<file path="src/rtl/alu_pkg.sv">
`default_nettype none
// ============================================================================
//  Module      : alu_pkg
//  Description : Shared definitions for the ALU execute stage.
//                - Opcode encodings (OP_AND .. OP_SLTU).
//                - Bit positions of the status flags inside out_flags.
//                - Payload record carried through the result skid buffer.
//  Config      : ALU_FLAGS_EN adds the flags field to the payload record.
//  Revision    : 1.0  initial release
// ============================================================================
package alu_pkg;

    // Default datapath geometry used by the payload record.
    localparam int ALU_DW    = 32;
    localparam int ALU_TAG_W = 5;

    // Opcode encodings
    localparam logic [2:0] OP_AND  = 3'b000;
    localparam logic [2:0] OP_OR   = 3'b001;
    localparam logic [2:0] OP_XOR  = 3'b010;
    localparam logic [2:0] OP_NOR  = 3'b011;
    localparam logic [2:0] OP_ADD  = 3'b100;
    localparam logic [2:0] OP_SUB  = 3'b101;
    localparam logic [2:0] OP_SLT  = 3'b110;
    localparam logic [2:0] OP_SLTU = 3'b111;

    // Flag bit positions: out_flags = {ovf, neg, zero}
    localparam int FLAG_ZERO = 0;
    localparam int FLAG_NEG  = 1;
    localparam int FLAG_OVF  = 2;
    localparam int FLAG_W    = 3;

    // Payload layout, most significant field first. The execute stage packs
    // its skid-buffer word in exactly this order.
    typedef struct packed {
        logic [ALU_DW-1:0]    result;
        logic [ALU_TAG_W-1:0] rd;
`ifdef ALU_FLAGS_EN
        logic [FLAG_W-1:0]    flags;
`endif
    } alu_payload_t;

endpackage : alu_pkg
`default_nettype wire

</file>
<file path="src/rtl/alu_and32.sv">
`default_nettype none
// ============================================================================
//  Module      : alu_and32
//  Description : Bitwise AND unit of the execute stage.
//  Ports       : a_i, b_i  operands (DW bits)
//                y_o       a_i & b_i
//  Revision    : 1.0  initial release
// ============================================================================
module alu_and32 #(
    parameter int DW = 32
) (
    input  logic [DW-1:0] a_i,
    input  logic [DW-1:0] b_i,
    output logic [DW-1:0] y_o
);

    assign y_o = a_i & b_i;

endmodule : alu_and32
`default_nettype wire

</file>
<file path="src/rtl/alu_skid_buffer.sv">
`default_nettype none
// ============================================================================
//  Module      : alu_skid_buffer
//  Description : Two-entry register slice with valid/ready handshake.
//                Main register M drives the downstream side; skid register S
//                catches one beat when downstream stalls. One cycle latency,
//                one beat per clock sustained, strict FIFO ordering.
//  Ports       : clk, rst         clock, synchronous active-high reset
//                up_valid_i       upstream beat valid
//                up_ready_o       buffer can take a beat (S empty, not in reset)
//                up_data_i        upstream payload (PW bits)
//                dn_valid_o       M holds a beat
//                dn_ready_i       downstream accepts M
//                dn_data_o        contents of M
//  Revision    : 1.0  initial release
// ============================================================================
module alu_skid_buffer #(
    parameter int PW = 8
) (
    input  logic          clk,
    input  logic          rst,
    input  logic          up_valid_i,
    output logic          up_ready_o,
    input  logic [PW-1:0] up_data_i,
    output logic          dn_valid_o,
    input  logic          dn_ready_i,
    output logic [PW-1:0] dn_data_o
);

    logic          m_valid_q, m_valid_d;
    logic [PW-1:0] m_data_q,  m_data_d;
    logic          s_valid_q, s_valid_d;
    logic [PW-1:0] s_data_q,  s_data_d;

    logic          w_accept;
    logic          w_drain;

    // Ready depends only on the skid slot, so it never combinationally
    // follows dn_ready_i; a stalled downstream costs one extra beat of slack.
    assign up_ready_o = !s_valid_q && !rst;
    assign w_accept   = up_valid_i && up_ready_o;
    assign w_drain    = m_valid_q && dn_ready_i;

    always_comb begin
        m_valid_d = m_valid_q;
        m_data_d  = m_data_q;
        s_valid_d = s_valid_q;
        s_data_d  = s_data_q;

        if (w_drain) begin
            if (s_valid_q) begin
                // S refills M; no accept is possible while S is occupied.
                m_data_d  = s_data_q;
                s_valid_d = 1'b0;
            end else if (w_accept) begin
                // Pass-through: M reloads in the same cycle, no bubble.
                m_data_d  = up_data_i;
            end else begin
                m_valid_d = 1'b0;
            end
        end else if (w_accept) begin
            if (!m_valid_q) begin
                m_valid_d = 1'b1;
                m_data_d  = up_data_i;
            end else begin
                // M is held by a stalled downstream: park the beat in S.
                s_valid_d = 1'b1;
                s_data_d  = up_data_i;
            end
        end
    end

    always_ff @(posedge clk) begin
        if (rst) begin
            m_valid_q <= 1'b0;
            m_data_q  <= '0;
            s_valid_q <= 1'b0;
            s_data_q  <= '0;
        end else begin
            m_valid_q <= m_valid_d;
            m_data_q  <= m_data_d;
            s_valid_q <= s_valid_d;
            s_data_q  <= s_data_d;
        end
    end

    assign dn_valid_o = m_valid_q;
    assign dn_data_o  = m_data_q;

endmodule : alu_skid_buffer
`default_nettype wire

</file>
<file path="src/rtl/alu_exec_stage.sv">
`default_nettype none
// ============================================================================
//  Module      : alu_exec_stage
//  Description : Registered ALU execute stage. Decodes the opcode, computes
//                the result combinationally (bitwise unit + shared
//                adder/subtractor) and registers it through a 2-entry skid
//                buffer toward writeback.
//  Ports       : clk, rst          clock, synchronous active-high reset
//                in_valid/in_ready upstream handshake
//                in_op             opcode (alu_pkg OP_*)
//                in_a, in_b        operands (DW bits)
//                in_rd             destination tag, passed through
//                out_valid/out_ready downstream handshake
//                out_result        result (DW bits)
//                out_rd            destination tag of the result
//                out_flags         {ovf,neg,zero}, only with ALU_FLAGS_EN
//  Config      : `define ALU_FLAGS_EN to add out_flags and flag storage.
//  Revision    : 1.0  initial release
// ============================================================================
module alu_exec_stage #(
    parameter int DW    = 32,
    parameter int TAG_W = 5
) (
    input  logic             clk,
    input  logic             rst,
    input  logic             in_valid,
    output logic             in_ready,
    input  logic [2:0]       in_op,
    input  logic [DW-1:0]    in_a,
    input  logic [DW-1:0]    in_b,
    input  logic [TAG_W-1:0] in_rd,
    output logic             out_valid,
    input  logic             out_ready,
    output logic [DW-1:0]    out_result,
    output logic [TAG_W-1:0] out_rd
`ifdef ALU_FLAGS_EN
    ,
    output logic [2:0]       out_flags
`endif
);

    import alu_pkg::*;

`ifdef ALU_FLAGS_EN
    localparam int PW = DW + TAG_W + FLAG_W;
`else
    localparam int PW = DW + TAG_W;
`endif

    logic [DW-1:0] w_and;
    logic          w_sub_mode;
    logic [DW-1:0] w_b_eff;
    logic [DW:0]   w_sum;
    logic          w_ovf;
    logic [DW-1:0] w_result;
    logic [PW-1:0] w_in_data;
    logic [PW-1:0] w_out_data;

    alu_and32 #(
        .DW (DW)
    ) u_and32 (
        .a_i (in_a),
        .b_i (in_b),
        .y_o (w_and)
    );

    // Single adder shared by ADD, SUB, SLT and SLTU. Subtraction is
    // a + ~b + 1; the carry out of the extended sum is the "no borrow" bit.
    assign w_sub_mode = (in_op != OP_ADD);
    assign w_b_eff    = w_sub_mode ? ~in_b : in_b;
    assign w_sum      = {1'b0, in_a} + {1'b0, w_b_eff} + {{DW{1'b0}}, w_sub_mode};

    // Signed overflow: operands of equal sign producing a result of the
    // other sign.
    assign w_ovf = (in_a[DW-1] == w_b_eff[DW-1]) && (w_sum[DW-1] != in_a[DW-1]);

    always_comb begin
        w_result = '0;
        case (in_op)
            OP_AND:  w_result = w_and;
            OP_OR:   w_result = in_a | in_b;
            OP_XOR:  w_result = in_a ^ in_b;
            OP_NOR:  w_result = ~(in_a | in_b);
            OP_ADD,
            OP_SUB:  w_result = w_sum[DW-1:0];
            // a < b signed when the true sign of a-b is negative, i.e. the
            // difference sign corrected for overflow.
            OP_SLT:  w_result = {{(DW-1){1'b0}}, w_sum[DW-1] ^ w_ovf};
            // a < b unsigned exactly when the subtraction borrows.
            OP_SLTU: w_result = {{(DW-1){1'b0}}, ~w_sum[DW]};
            default: w_result = '0;
        endcase
    end

`ifdef ALU_FLAGS_EN
    logic [FLAG_W-1:0] w_flags;

    always_comb begin
        w_flags            = '0;
        w_flags[FLAG_ZERO] = (w_result == '0);
        w_flags[FLAG_NEG]  = w_result[DW-1];
        w_flags[FLAG_OVF]  = ((in_op == OP_ADD) || (in_op == OP_SUB)) && w_ovf;
    end

    // Same field order as alu_payload_t.
    assign w_in_data = {w_result, in_rd, w_flags};
    assign {out_result, out_rd, out_flags} = w_out_data;
`else
    assign w_in_data = {w_result, in_rd};
    assign {out_result, out_rd} = w_out_data;
`endif

    alu_skid_buffer #(
        .PW (PW)
    ) u_skid (
        .clk        (clk),
        .rst        (rst),
        .up_valid_i (in_valid),
        .up_ready_o (in_ready),
        .up_data_i  (w_in_data),
        .dn_valid_o (out_valid),
        .dn_ready_i (out_ready),
        .dn_data_o  (w_out_data)
    );

endmodule : alu_exec_stage
`default_nettype wire

</file>
<file path="config.mk">
export PLATFORM = sky130hd
export DESIGN_NAME = alu_exec_stage
export DESIGN_NICKNAME = d
export VERILOG_FILES = /design/src/rtl/alu_pkg.sv /design/src/rtl/alu_and32.sv /design/src/rtl/alu_skid_buffer.sv /design/src/rtl/alu_exec_stage.sv
export SDC_FILE = /design/constraint.sdc
export NUM_CORES = 1
export LEC_CHECK = 0
export ABC_AREA = 1
export CAP_MARGIN = 20
export CORE_ASPECT_RATIO = 1.2
export CORE_MARGIN = 2
export CORE_UTILIZATION = 40
export DETAILED_ROUTE_END_ITERATION = 8
export PLACE_DENSITY = 0.6
export RECOVER_POWER = 25
export SETUP_SLACK_MARGIN = 0.15
export SYNTH_ARGS = -nofsm -noshare
export SYNTH_HDL_FRONTEND = slang
export SYNTH_SLANG_ARGS = --single-unit
export TNS_END_PERCENT = 5
</file>
<file path="constraint.sdc">
create_clock -name clk -period 8.5 [get_ports clk]
set_clock_uncertainty 0.05 [all_clocks]
set_input_delay 2.125 -clock clk [delete_from_list [all_inputs] [get_ports clk]]
set_output_delay 2.125 -clock clk [all_outputs]
set_load 0.05 [all_outputs]
</file>
==> results of run 1 <==
==> logic make-up after synthesis <==
| family | Yosys count | share of synthesized area [%] |
|---|---|---|
| flip-flops | 76 | 20.2 |
| adder cells (fa/ha/maj) | 99 | 16.6 |
| buffers and inverters | 223 | 11.5 |
| AND/OR/NAND/NOR | 487 | 26.4 |
| XOR/XNOR | 32 | 3.73 |
| AO/OA/AOI/OAI | 293 | 21.6 |
==> synth_stat cells (2+ instances only) <==
cell type and n:
sky130_fd_sc_hd__a21o_1 3, sky130_fd_sc_hd__a21oi_1 123, sky130_fd_sc_hd__a221oi_1 6, sky130_fd_sc_hd__a31oi_1 7
sky130_fd_sc_hd__buf_1 3, sky130_fd_sc_hd__buf_2 15, sky130_fd_sc_hd__clkbuf_1 27, sky130_fd_sc_hd__clkbuf_2 2
sky130_fd_sc_hd__dfxtp_1 76, sky130_fd_sc_hd__ha_1 98, sky130_fd_sc_hd__inv_1 172, sky130_fd_sc_hd__inv_2 3
sky130_fd_sc_hd__nand2_1 285, sky130_fd_sc_hd__nand2_2 3, sky130_fd_sc_hd__nand3_1 45, sky130_fd_sc_hd__nand3b_1 5
sky130_fd_sc_hd__nand4_1 5, sky130_fd_sc_hd__nor2_1 118, sky130_fd_sc_hd__nor2_2 2, sky130_fd_sc_hd__nor3_1 6
sky130_fd_sc_hd__nor4_1 3, sky130_fd_sc_hd__o2111a_1 3, sky130_fd_sc_hd__o2111ai_1 2, sky130_fd_sc_hd__o211a_1 6
sky130_fd_sc_hd__o211ai_1 7, sky130_fd_sc_hd__o21a_1 2, sky130_fd_sc_hd__o21ai_0 115, sky130_fd_sc_hd__o21ai_1 5
sky130_fd_sc_hd__o21bai_1 7, sky130_fd_sc_hd__o2bb2ai_1 3, sky130_fd_sc_hd__or2_2 14, sky130_fd_sc_hd__xor2_1 31
==> final timing paths <==
| check | startpoint | end | slack, ns | cells after the start |
|---|---|---|---|---|
| max reg2reg | u_skid.dn_valid_o | u_skid.dn_data_o[33] | 5.83 | 10 |
| min | u_skid.dn_data_o[24] | u_skid.dn_data_o[24] | 0.41 | 2 |
| max | rst | in_ready | 1.61 | 4 |
| min reg2reg | u_skid.dn_data_o[24] | u_skid.dn_data_o[24] | 0.41 | 2 |
==> power by group <==
group	leakage (uW)	switching (uW)	total (uW)	internal, uW
combinational	0.00386	297	465	168
clock	0.000140	137	358	221
sequential	0.000617	6.28	376	370
total	0.00461	440	1200	759
==> metal layers <==
metal	wire length, um	global-route usage [%]	vias to the layer above
li1	-	-	4090
met1	10600	30.3	3553
met2	10800	39.0	173
met3	872	2.68	29
met4	466	7.35	0
met5	0	0	-
==> state kept, by name, summed over array words and instances, names as in the netlist <==
name / count
u_skid.dn_data_o: 37
u_skid.dn_valid_o: 1
u_skid.s_data_q: 37
u_skid.s_valid_q: 1
==> stage by stage <==
stage | cells | hold slack, ns
after CTS | 1554 | 0.413
after floorplan | 1210 | 0.406
final | 1554 | 0.408
after global routing | 1554 | 0.424
after detailed placement | 1538 | 0.404
after global placement | 1538 | 0.402
==> worst max-delay path: stages <==
cell                              delay, ns
sky130_fd_sc_hd__clkdlybuf4s50_1       0.45
sky130_fd_sc_hd__clkbuf_1              1.23
sky130_fd_sc_hd__nor2_1                0.13
sky130_fd_sc_hd__clkdlybuf4s50_1       0.77
==> final cells by class <==
| type | instances | area (um2) | share of cell area, % |
|---|---|---|---|
| Clock buffer | 15 | 278 | 3.04 |
| Clock inverter | 1 | 5.00 | 0.0548 |
| Inverter | 175 | 657 | 7.20 |
| Multi-Input combinational cell | 911 | 5140 | 56.3 |
| Sequential cell | 76 | 1520 | 16.7 |
| Tap cell | 252 | 315 | 3.45 |
| Timing Repair Buffer | 124 | 1210 | 13.3 |
==> summary.json, run 1 <==
{
  "layout": {
    "syn_to_final_growth_pct": 21.5,
    "mostFrequentLayoutCell": "sky130_fd_sc_hd__nand2_1",
    "utilization_pct": 49.8,
    "drive_gt1_share_pct": 3.61,
    "stdcell_area_um2": 9130,
    "final_nets": 1472,
    "antennaDiodeCount": 0,
    "commonest_cells_after_routing_fill_and_taps_aside": "284 x sky130_fd_sc_hd__nand2_1, 172 x sky130_fd_sc_hd__inv_1, 123 x sky130_fd_sc_hd__a21oi_1",
    "nFillCells": 1958
  },
  "sta": {
    "timing_max_transition_violations_final": 34,
    "rsz0062_at_grt": "no",
    "post-route-period-util_pct": 81.1,
    "timing.slew.headroom_pct": -14.3,
    "clock.fmax_ghz": 0.145,
    "report.final.hold_viol_count": 0,
    "setup_violations": 0,
    "timing.final.crit_period_ns": 6.89,
    "setup_tns_final_ns": 0,
    "transition_time_at_the_pin_with_the_least_slew_margin_ns": 1.71,
    "setup_ws_ns": 1.61
  },
  "drt": {
    "drc_violations": 0,
    "route.detailed.wl_per_inst_um": 14.6,
    "post_drt_via_cell_ratio": 5.05,
    "via_count": 7845,
    "wl_um": 22700,
    "dr.first_iter.drc_count": 537,
    "dr.pass1.iters": 5,
    "antenna_violating_nets_post_route": 0
  },
  "synth": {
    "yosys_most_used_dff": "sky130_fd_sc_hd__dfxtp_1",
    "synth.largest_area_cell": "sky130_fd_sc_hd__dfxtp_1",
    "syn-instance-count": 1210,
    "yosys_register_bits": 76,
    "yosysTopAreaCellShare_pct": 20.2,
    "average_cell_area_after_synthesis_um2": 6.21,
    "yosys-top-cells-area": "sky130_fd_sc_hd__dfxtp_1 20%, sky130_fd_sc_hd__ha_1 16%, sky130_fd_sc_hd__nand2_1 14%",
    "post_synth_instance_area_um2": 7510,
    "synth.lib_cells_used.distinct": 40,
    "syn_nets": 1385,
    "synth.yosys.warnings": 0,
    "synth_edf_count": 0,
    "synthArstFlopShare_pct": 0,
    "synth_seq_area_share_pct": 20.2
  },
  "clock_tree": {
    "clk_latency_ns": 0.33,
    "clk_path_buf_depth": 2,
    "htreeDepth": 3,
    "cts.reportedPaths.clkPinSlew_ns": 0.05,
    "post-cts-setup-buffer-count": 0,
    "root_buffer_cell": "sky130_fd_sc_hd__clkbuf_16",
    "tritoncts": "yes",
    "post_cts_resize_count": 0,
    "cts.sinks": 76,
    "numCtsBuffers": 9,
    "cts_hold_buf": 0
  },
  "placed_design": {
    "dpl_worst_slack_ns": 2.53,
    "dp_hpwl_um": 17500,
    "dpl_cell_area_um2": 8850,
    "place.gp.congestion": 0.955,
    "numPortBuffers": 114
  },
  "power_and_ir_drop": {
    "power.ir.vdd_worst_mv": 0.101,
    "power-per-cell-area_nw_per_um2": 131,
    "power.leakage_uw": 0.00461,
    "total_power_uw": 1200
  },
  "global_route": {
    "first_global_vias": 7304,
    "first_pass_grt_wire_length_um": 36800,
    "antenna_found_initial": 0,
    "grt_remaining_overflow": 0,
    "grt.total_usage_pct": 23.0,
    "grt_start_max_net_pins": 70
  },
  "critical_path": {
    "highest_fanout_seen_on_the_critical_path": 33,
    "critPathLaunchType": "input pin",
    "criticalPathCategory": "input pin to output pin",
    "required_ns": 6.33,
    "worst_path_arrival_ns": 4.72,
    "timing.critical_path.to_type": "output pin"
  },
  "die": {
    "die-width_um": 129,
    "pin_count": 115,
    "coreArea_um2": 18300,
    "row_count": 54,
    "die-area_um2": 19900,
    "die_span_y_um": 154,
    "floorplan.initialDensity_pct": 41.0
  },
  "job": {
    "drv_cap": 1
  },
  "hold_path": {
    "holdCritPathClass": "register to register"
  },
  "run_status": {
    "failed_checks": "max-capacitance violations, max-slew violations",
    "outcome": "finished, violations left"
  }
}
(Power assumes the default switching activity.)
==> inputs of run 2 (changes only) <==
clock period = 7 ns   (was 8.5 ns; I/O delays follow)
==> run 2 against run 1 <==
Net effect:
- the run now ends clean
- global-route usage barely moved
- clock power rose by 25%
- first-iteration DRC count grew 7.6%
- design area is 0.27% higher
- critical path type unchanged
==> summary.json, run 2 (same netlist as run 1, synthesis figures left out) <==
{
  "global_route": {
    "antenna_found_initial": {"value": 0, "change": "unchanged"},
    "first_global_vias": {"value": 7311, "change": "+0.096%"},
    "first_pass_grt_wire_length": {"value": 36600, "unit": "um", "change": "-0.62%"},
    "grt_start_max_net_pins": {"value": 70, "change": "unchanged"},
    "grt.total_usage": {"value": 23.0, "unit": "%", "change": "-0.040 points"},
    "grt_remaining_overflow": {"value": 0, "change": "unchanged"}
  },
  "placed_design": {
    "place.gp.congestion": {"value": 0.897, "change": "-6.1%"},
    "dp_hpwl": {"value": 17400, "unit": "um", "change": "-0.54%"},
    "placed_cells": {"value": 1540, "change": "+0.13%"},
    "numPortBuffers": {"value": 114, "change": "unchanged"},
    "dpl_cell_area": {"value": 8870, "unit": "um2", "change": "+0.21%"}
  },
  "drt": {
    "dr.first_iter.drc_count": {"value": 578, "change": "+7.6%"},
    "via_count": {"value": 7817, "change": "-0.36%"},
    "wl": {"value": 22700, "unit": "um", "change": "-0.34%"},
    "antenna_violating_nets_post_route": {"value": 0, "change": "unchanged"},
    "route.detailed.wl_per_inst": {"value": 14.6, "unit": "um", "change": "-0.40%"},
    "dr.pass1.iters": {"value": 7, "change": "+2"},
    "drc_violations": {"value": 0, "change": "unchanged"},
    "post_drt_via_cell_ratio": {"value": 5.03, "change": "-0.42%"}
  },
  "sta": {
    "timing.final.crit_period_ns": 5.20,
    "clock.fmax_ghz": 0.192,
    "post-route-period-util_pct": 74.3,
    "timing_max_transition_violations_final": {"value": 0, "change": "-100%"},
    "transition_time_at_the_pin_with_the_least_slew_margin": {"value": 0.912, "unit": "ns", "change": "-0.802 ns"},
    "report.final.hold_viol_count": {"value": 0, "change": "unchanged"},
    "rsz0062_at_grt": "no",
    "setup_tns_final": {"value": 0, "unit": "ns", "change": "unchanged"},
    "timing.slew.headroom": {"value": 39.1, "unit": "%", "change": "+53 points"},
    "setup_violations": {"value": 0, "change": "unchanged"}
  },
  "critical_path": {
    "worst_path_arrival": {"value": 3.40, "unit": "ns", "change": "-1.32 ns"},
    "criticalPathCategory": "input pin to output pin",
    "ff2ff_path_depth": {"value": 10, "change": "unchanged"},
    "register_to_register_setup_slack": {"value": 4.42, "unit": "ns", "change": "-1.41 ns"},
    "timing.critical_path.to_type": "output pin",
    "worst_path_most_repeated_cell": "sky130_fd_sc_hd__clkdlybuf4s50_1",
    "slowest_stage": "sky130_fd_sc_hd__clkdlybuf4s50_1",
    "cpPeakStageDelay": {"value": 0.82, "unit": "ns", "change": "-0.41 ns"},
    "critical_path.cell_chain": "clkdlybuf4s50_1 -> buf_4 -> nor2_1 -> clkdlybuf4s50_1",
    "required": {"value": 5.20, "unit": "ns", "change": "-1.13 ns"},
    "critPathLaunchType": "input pin",
    "highest_fanout_seen_on_the_critical_path": {"value": 33, "change": "unchanged"}
  },
  "power_and_ir_drop": {
    "power-per-cell-area": {"value": 161, "unit": "nW/um2", "change": "+22%"},
    "power.ir.vdd_worst": {"value": 0.129, "unit": "mV", "change": "+28%"},
    "total_power": {"value": 1470, "unit": "uW", "change": "+23%"},
    "power.leakage": {"value": 0.00463, "unit": "uW", "change": "+0.23%"}
  },
  "clock_tree": {
    "root_buffer_cell": "sky130_fd_sc_hd__clkbuf_16",
    "htreeDepth": {"value": 3, "change": "unchanged"},
    "cts.sinks": {"value": 76, "change": "unchanged"},
    "clk_latency": {"value": 0.34, "unit": "ns", "change": "about the same"},
    "clk_path_buf_depth": {"value": 2, "change": "unchanged"},
    "numCtsBuffers": {"value": 9, "change": "unchanged"},
    "cts_hold_buf": {"value": 0, "change": "unchanged"},
    "cts.reportedPaths.clkPinSlew": {"value": 0.05, "unit": "ns", "change": "about the same"},
    "post_cts_resize_count": {"value": 0, "change": "unchanged"},
    "post-cts-setup-buffer-count": {"value": 0, "change": "unchanged"},
    "tritoncts": "yes"
  },
  "layout": {
    "utilization": {"value": 50.0, "unit": "%", "change": "+0.14 points"},
    "instances_no_fill": {"value": 1555, "change": "+0.064%"},
    "antennaDiodeCount": {"value": 0, "change": "unchanged"},
    "stdcell_area": {"value": 9150, "unit": "um2", "change": "+0.27%"},
    "mostFrequentLayoutCell": "sky130_fd_sc_hd__nand2_1",
    "commonest_cells_after_routing_fill_and_taps_aside": "284 x sky130_fd_sc_hd__nand2_1, 172 x sky130_fd_sc_hd__inv_1, 123 x sky130_fd_sc_hd__a21oi_1",
    "drive_gt1_share": {"value": 3.76, "unit": "%", "change": "+0.15 points"},
    "final_nets": {"value": 1474, "change": "+0.14%"},
    "nFillCells": {"value": 1962, "change": "+0.20%"},
    "multi_input_comb_area": {"value": 5140, "unit": "um2", "change": "unchanged"},
    "sequential_cell_area": {"value": 1520, "unit": "um2", "change": "unchanged"},
    "syn_to_final_growth_pct": 21.8
  },
  "run_status": {
    "outcome": "completed"
  },
  "die": {
    "die_span_y": {"value": 154, "unit": "um", "change": "unchanged"},
    "die-area": {"value": 19900, "unit": "um2", "change": "unchanged"},
    "floorplan.initialDensity": {"value": 41.0, "unit": "%", "change": "unchanged"},
    "row_count": {"value": 54, "change": "unchanged"},
    "coreArea": {"value": 18300, "unit": "um2", "change": "unchanged"},
    "die-width": {"value": 129, "unit": "um", "change": "unchanged"},
    "pin_count": {"value": 115, "change": "unchanged"}
  },
  "hold_path": {
    "holdCritPathClass": "register to register",
    "hold_depth": {"value": 2, "change": "unchanged"}
  },
  "job": {
    "drv_cap": {"value": 0, "change": "-1"}
  }
}
[run 2: changes by cell type in the layout (fill, tap and decap cells not counted)]
cell,delta
sky130_fd_sc_hd__clkbuf_8,-2
sky130_fd_sc_hd__buf_4,+2
sky130_fd_sc_hd__buf_6,+1
sky130_fd_sc_hd__clkbuf_1,-1
sky130_fd_sc_hd__dlygate4sd3_1,-1
sky130_fd_sc_hd__clkdlybuf4s50_1,+1
sky130_fd_sc_hd__bufinv_16,+1
[run 2: layout make-up]
cell class	instances	share of cell area, %
inverters	175	7.18
clock inverters	2	0.383
clock buffers	13	2.73
repair buffers	126	13.5
well taps	252	3.45
flip-flops and latches	76	16.6
multi-input cells	911	56.1
[run 2: worst paths after layout]
check | startpoint | endpoint
hold reg to reg | u_skid.dn_data_o[31] | u_skid.dn_data_o[31]
hold / removal | u_skid.dn_data_o[31] | u_skid.dn_data_o[31]
setup / recovery | rst | in_ready
setup reg to reg | u_skid.dn_valid_o | u_skid.dn_data_o[24]
[run 2: per-stage QoR]
step	setup WS [ns]	hold slack (ns)
after floorplan	2.64	0.406
after global placement	1.82	0.402
after detailed placement	1.81	0.405
after CTS	1.80	0.414
after global routing	1.74	0.433
final	1.80	0.410
[run 2: layer usage]
| metal | up-vias | wire length (um) | global-route usage (%) | share of wire [%] |
|---|---|---|---|---|
| met4 | 0 | 660 | 8.07 | 2.9 |
| met3 | 36 | 843 | 2.09 | 3.7 |
| met1 | 3509 | 10600 | 30.9 | 47 |
| met2 | 176 | 10500 | 38.3 | 47 |
| met5 | - | 0 | 0 | 0 |
| li1 | 4096 | - | - | - |
[run 2: power by group]
group,switching [uW],internal (uW),total (uW)
clock network,166,283,449
registers,8.09,450,458
logic,361,205,565
[run 2: worst max-delay path: cells and delay by family]
family | cells | cell delay [ns]
buffers and inverters | 3 | 1.48
and+or+nand+nor | 1 | 0.17
==> inputs of run 3 (changes only) <==
PLACE_DENSITY = 0.63   (was 0.6)
clock period = 4.71 ns   (was 7 ns; I/O delays follow)
==> run 3 against run 2 <==
Net effect:
- die area unchanged
- count of clock-buffer cells in the layout is 1 lower
- setup slack got worse by 1.3 ns
- sequential share of layout area shrank 0.26 points
- critical path depth grew 16
- power is 54% higher
- wire length down 0.14%
- design area increased by 1.6%
- worst hold slack about the same
- largest cell class unchanged
- largest power group unchanged
==> summary.json, run 3 (same netlist as run 1, synthesis figures left out) <==
{
  "run_status": {
    "outcome": "completed"
  },
  "critical_path": {
    "required": {"value": 4.86, "unit": "ns", "change": "-0.34 ns"},
    "critPathBufInv": {"value": 3, "change": "unchanged"},
    "criticalPathCategory": "input pin to register",
    "worst_path_most_repeated_cell": "sky130_fd_sc_hd__nand2_1",
    "worst_path_arrival": {"value": 4.32, "unit": "ns", "change": "+0.92 ns"},
    "cpLargestDelayFamily": "simple AND/OR/NAND/NOR gates",
    "register_to_register_setup_slack": {"value": 2.43, "unit": "ns", "change": "-1.99 ns"},
    "timing.critical_path.to_type": "register",
    "cpPeakStageDelay": {"value": 0.58, "unit": "ns", "change": "-0.24 ns"},
    "slowest_stage": "sky130_fd_sc_hd__clkdlybuf4s50_1",
    "critPathLaunchType": "input pin",
    "critical_path.cell_chain": "clkdlybuf4s50_1 -> nor2_2 -> nand2_1 -> buf_12 -> xor2_1 -> inv_1 -> ha_1 -> nand2_1 -> o21ai_0 -> a21oi_1 -> nor2_1 -> nor2_1 -> nand2_1 -> nand2_1 -> nand3_1 -> nand2_1 -> o21ai_0 -> nand2_1 -> nand2_1 -> a21oi_1",
    "highest_fanout_seen_on_the_critical_path": {"value": 17, "change": "-48%"}
  },
  "drt": {
    "dr.first_iter.drc_count": {"value": 534, "change": "-7.6%"},
    "wl": {"value": 22600, "unit": "um", "change": "-0.14%"},
    "dr.pass1.iters": {"value": 5, "change": "-2"},
    "post_drt_via_cell_ratio": {"value": 5.03, "change": "+0.15%"},
    "route.detailed.wl_per_inst": {"value": 14.4, "unit": "um", "change": "-1.0%"},
    "antenna_violating_nets_post_route": {"value": 0, "change": "unchanged"},
    "drc_violations": {"value": 0, "change": "unchanged"},
    "via_count": {"value": 7899, "change": "+1.0%"}
  },
  "placed_design": {
    "numPortBuffers": {"value": 114, "change": "unchanged"},
    "place.gp.congestion": {"value": 0.965, "change": "+7.6%"},
    "dpl_cell_area": {"value": 8980, "unit": "um2", "change": "+1.3%"},
    "dp_hpwl": {"value": 17700, "unit": "um", "change": "+1.5%"}
  },
  "die": {
    "die_span_y": {"value": 154, "unit": "um", "change": "unchanged"},
    "pin_count": {"value": 115, "change": "unchanged"},
    "row_count": {"value": 54, "change": "unchanged"},
    "die-area": {"value": 19900, "unit": "um2", "change": "unchanged"},
    "die-width": {"value": 129, "unit": "um", "change": "unchanged"},
    "floorplan.initialDensity": {"value": 41.0, "unit": "%", "change": "unchanged"},
    "coreArea": {"value": 18300, "unit": "um2", "change": "unchanged"}
  },
  "sta": {
    "timing.slew.headroom": {"value": 38.5, "unit": "%", "change": "-0.56 points"},
    "rsz0062_at_grt": "no",
    "setup_tns_final": {"value": 0, "unit": "ns", "change": "unchanged"},
    "clock.fmax_ghz": 0.240,
    "post-route-period-util_pct": 88.5,
    "setup_violations": {"value": 0, "change": "unchanged"},
    "timing_max_transition_violations_final": {"value": 0, "change": "unchanged"},
    "timing.final.crit_period_ns": 4.17,
    "transition_time_at_the_pin_with_the_least_slew_margin": {"value": 0.920, "unit": "ns", "change": "+0.00844 ns"},
    "report.final.hold_viol_count": {"value": 0, "change": "unchanged"}
  },
  "clock_tree": {
    "tritoncts": "yes",
    "clk_latency": {"value": 0.33, "unit": "ns", "change": "about the same"},
    "cts.sinks": {"value": 76, "change": "unchanged"},
    "post_cts_resize_count": {"value": 0, "change": "unchanged"},
    "post-cts-setup-buffer-count": {"value": 0, "change": "unchanged"},
    "htreeDepth": {"value": 3, "change": "unchanged"},
    "numCtsBuffers": {"value": 9, "change": "unchanged"},
    "cts_hold_buf": {"value": 0, "change": "unchanged"},
    "cts.reportedPaths.clkPinSlew": {"value": 0.06, "unit": "ns", "change": "about the same"},
    "clk_path_buf_depth": {"value": 2, "change": "unchanged"},
    "root_buffer_cell": "sky130_fd_sc_hd__clkbuf_16"
  },
  "layout": {
    "mostFrequentLayoutCell": "sky130_fd_sc_hd__nand2_1",
    "drive_gt1_share": {"value": 4.86, "unit": "%", "change": "+1.1 points"},
    "final_nets": {"value": 1487, "change": "+0.88%"},
    "commonest_cells_after_routing_fill_and_taps_aside": "284 x sky130_fd_sc_hd__nand2_1, 172 x sky130_fd_sc_hd__inv_1, 123 x sky130_fd_sc_hd__a21oi_1",
    "syn_to_final_growth_pct": 23.7,
    "antennaDiodeCount": {"value": 0, "change": "unchanged"},
    "stdcell_area": {"value": 9300, "unit": "um2", "change": "+1.6%"}
  },
  "global_route": {
    "use_met1": {"value": 31.6, "unit": "%", "change": "+0.72 points"},
    "grt_use_met3": {"value": 1.39, "unit": "%", "change": "-0.70 points"},
    "grt.total_usage": {"value": 22.7, "unit": "%", "change": "-0.34 points"},
    "grt-busiest-layer": "met2",
    "first_global_vias": {"value": 7063, "change": "-3.4%"},
    "first_pass_grt_wire_length": {"value": 36300, "unit": "um", "change": "-0.92%"},
    "grt_remaining_overflow": {"value": 0, "change": "unchanged"},
    "antenna_found_initial": {"value": 0, "change": "unchanged"},
    "grt_start_max_net_pins": {"value": 55, "change": "-21%"},
    "grt_use_met2": {"value": 37.6, "unit": "%", "change": "-0.75 points"}
  },
  "job": {
    "drv_cap": {"value": 0, "change": "unchanged"}
  },
  "power_and_ir_drop": {
    "power-per-cell-area": {"value": 244, "unit": "nW/um2", "change": "+52%"},
    "power.ir.vdd_worst": {"value": 0.184, "unit": "mV", "change": "+43%"},
    "power.leakage": {"value": 0.00470, "unit": "uW", "change": "+1.7%"}
  },
  "hold_path": {
    "holdCritPathClass": "register to register"
  }
}
## run 3: cell types whose count changed in the layout (fill, tap and decap cells not counted)
cell | before | now
sky130_fd_sc_hd__nor3_2 | 1 | 0
sky130_fd_sc_hd__buf_12 | 0 | 2
sky130_fd_sc_hd__bufinv_16 | 1 | 2
sky130_fd_sc_hd__clkinvlp_4 | 0 | 1
sky130_fd_sc_hd__nor3_1 | 5 | 6
sky130_fd_sc_hd__clkdlybuf4s50_1 | 88 | 89
sky130_fd_sc_hd__buf_6 | 1 | 0
sky130_fd_sc_hd__buf_4 | 11 | 24
sky130_fd_sc_hd__clkbuf_1 | 3 | 2
sky130_fd_sc_hd__dlygate4sd3_1 | 26 | 24
## run 3: metal layers
layer  wire (um)  share of wire, %
met2       10500                47
met4         480               2.1
met5           0                 0
met3        1030               4.5
met1       10600                47
## run 3: area by class of cell
| cell class | instances | area [um2] |
|---|---|---|
| fillers | 1910 | 9010 |
| multi-input cells | 911 | 5130 |
| flip-flops and latches | 76 | 1520 |
| repair buffers | 139 | 1350 |
| inverters | 175 | 657 |
| well taps | 252 | 315 |
| clock buffers | 12 | 246 |
| clock inverters | 4 | 72.6 |
## run 3: per-stage QoR
step           utilization [%]  hold slack, ns  worst slack [ns]  std cells  total power [uW]
5_1_grt                   50.8           0.431             0.210       1569              2420
2_1_floorplan                -           0.406              1.34       1210              1250
3_5_place_dp              49.1           0.404             0.219       1553              1550
6_report                  50.8           0.409             0.539       1569              2270
4_1_cts                   50.8           0.414             0.557       1569              2280
3_3_place_gp              49.1           0.402             0.251       1553              1540
## run 3: report_power, final
| group | total [uW] | internal, uW | switching, uW |
|---|---|---|---|
| clock | 730 | 478 | 252 |
| sequential | 680 | 668 | 11.8 |
| combinational | 857 | 317 | 540 |
| total | 2270 | 1460 | 803 |
## run 3: tightest hold or removal path: cells and delay by family (launching register included)
family / cells / cell delay [ns]
flip-flops: 1 / 0.30
AND/OR/NAND/NOR: 1 / 0.06
AO/OA/AOI/OAI: 1 / 0.05
## run 3: final timing paths
| kind | start | to | cells after the start |
|---|---|---|---|
| max | in_op[0] | u_skid.dn_data_o[30] | 20 |
| min | u_skid.dn_data_o[20] | u_skid.dn_data_o[20] | 2 |
| max reg2reg | u_skid.dn_valid_o | u_skid.dn_data_o[26] | 9 |
| min reg2reg | u_skid.dn_data_o[20] | u_skid.dn_data_o[20] | 2 |
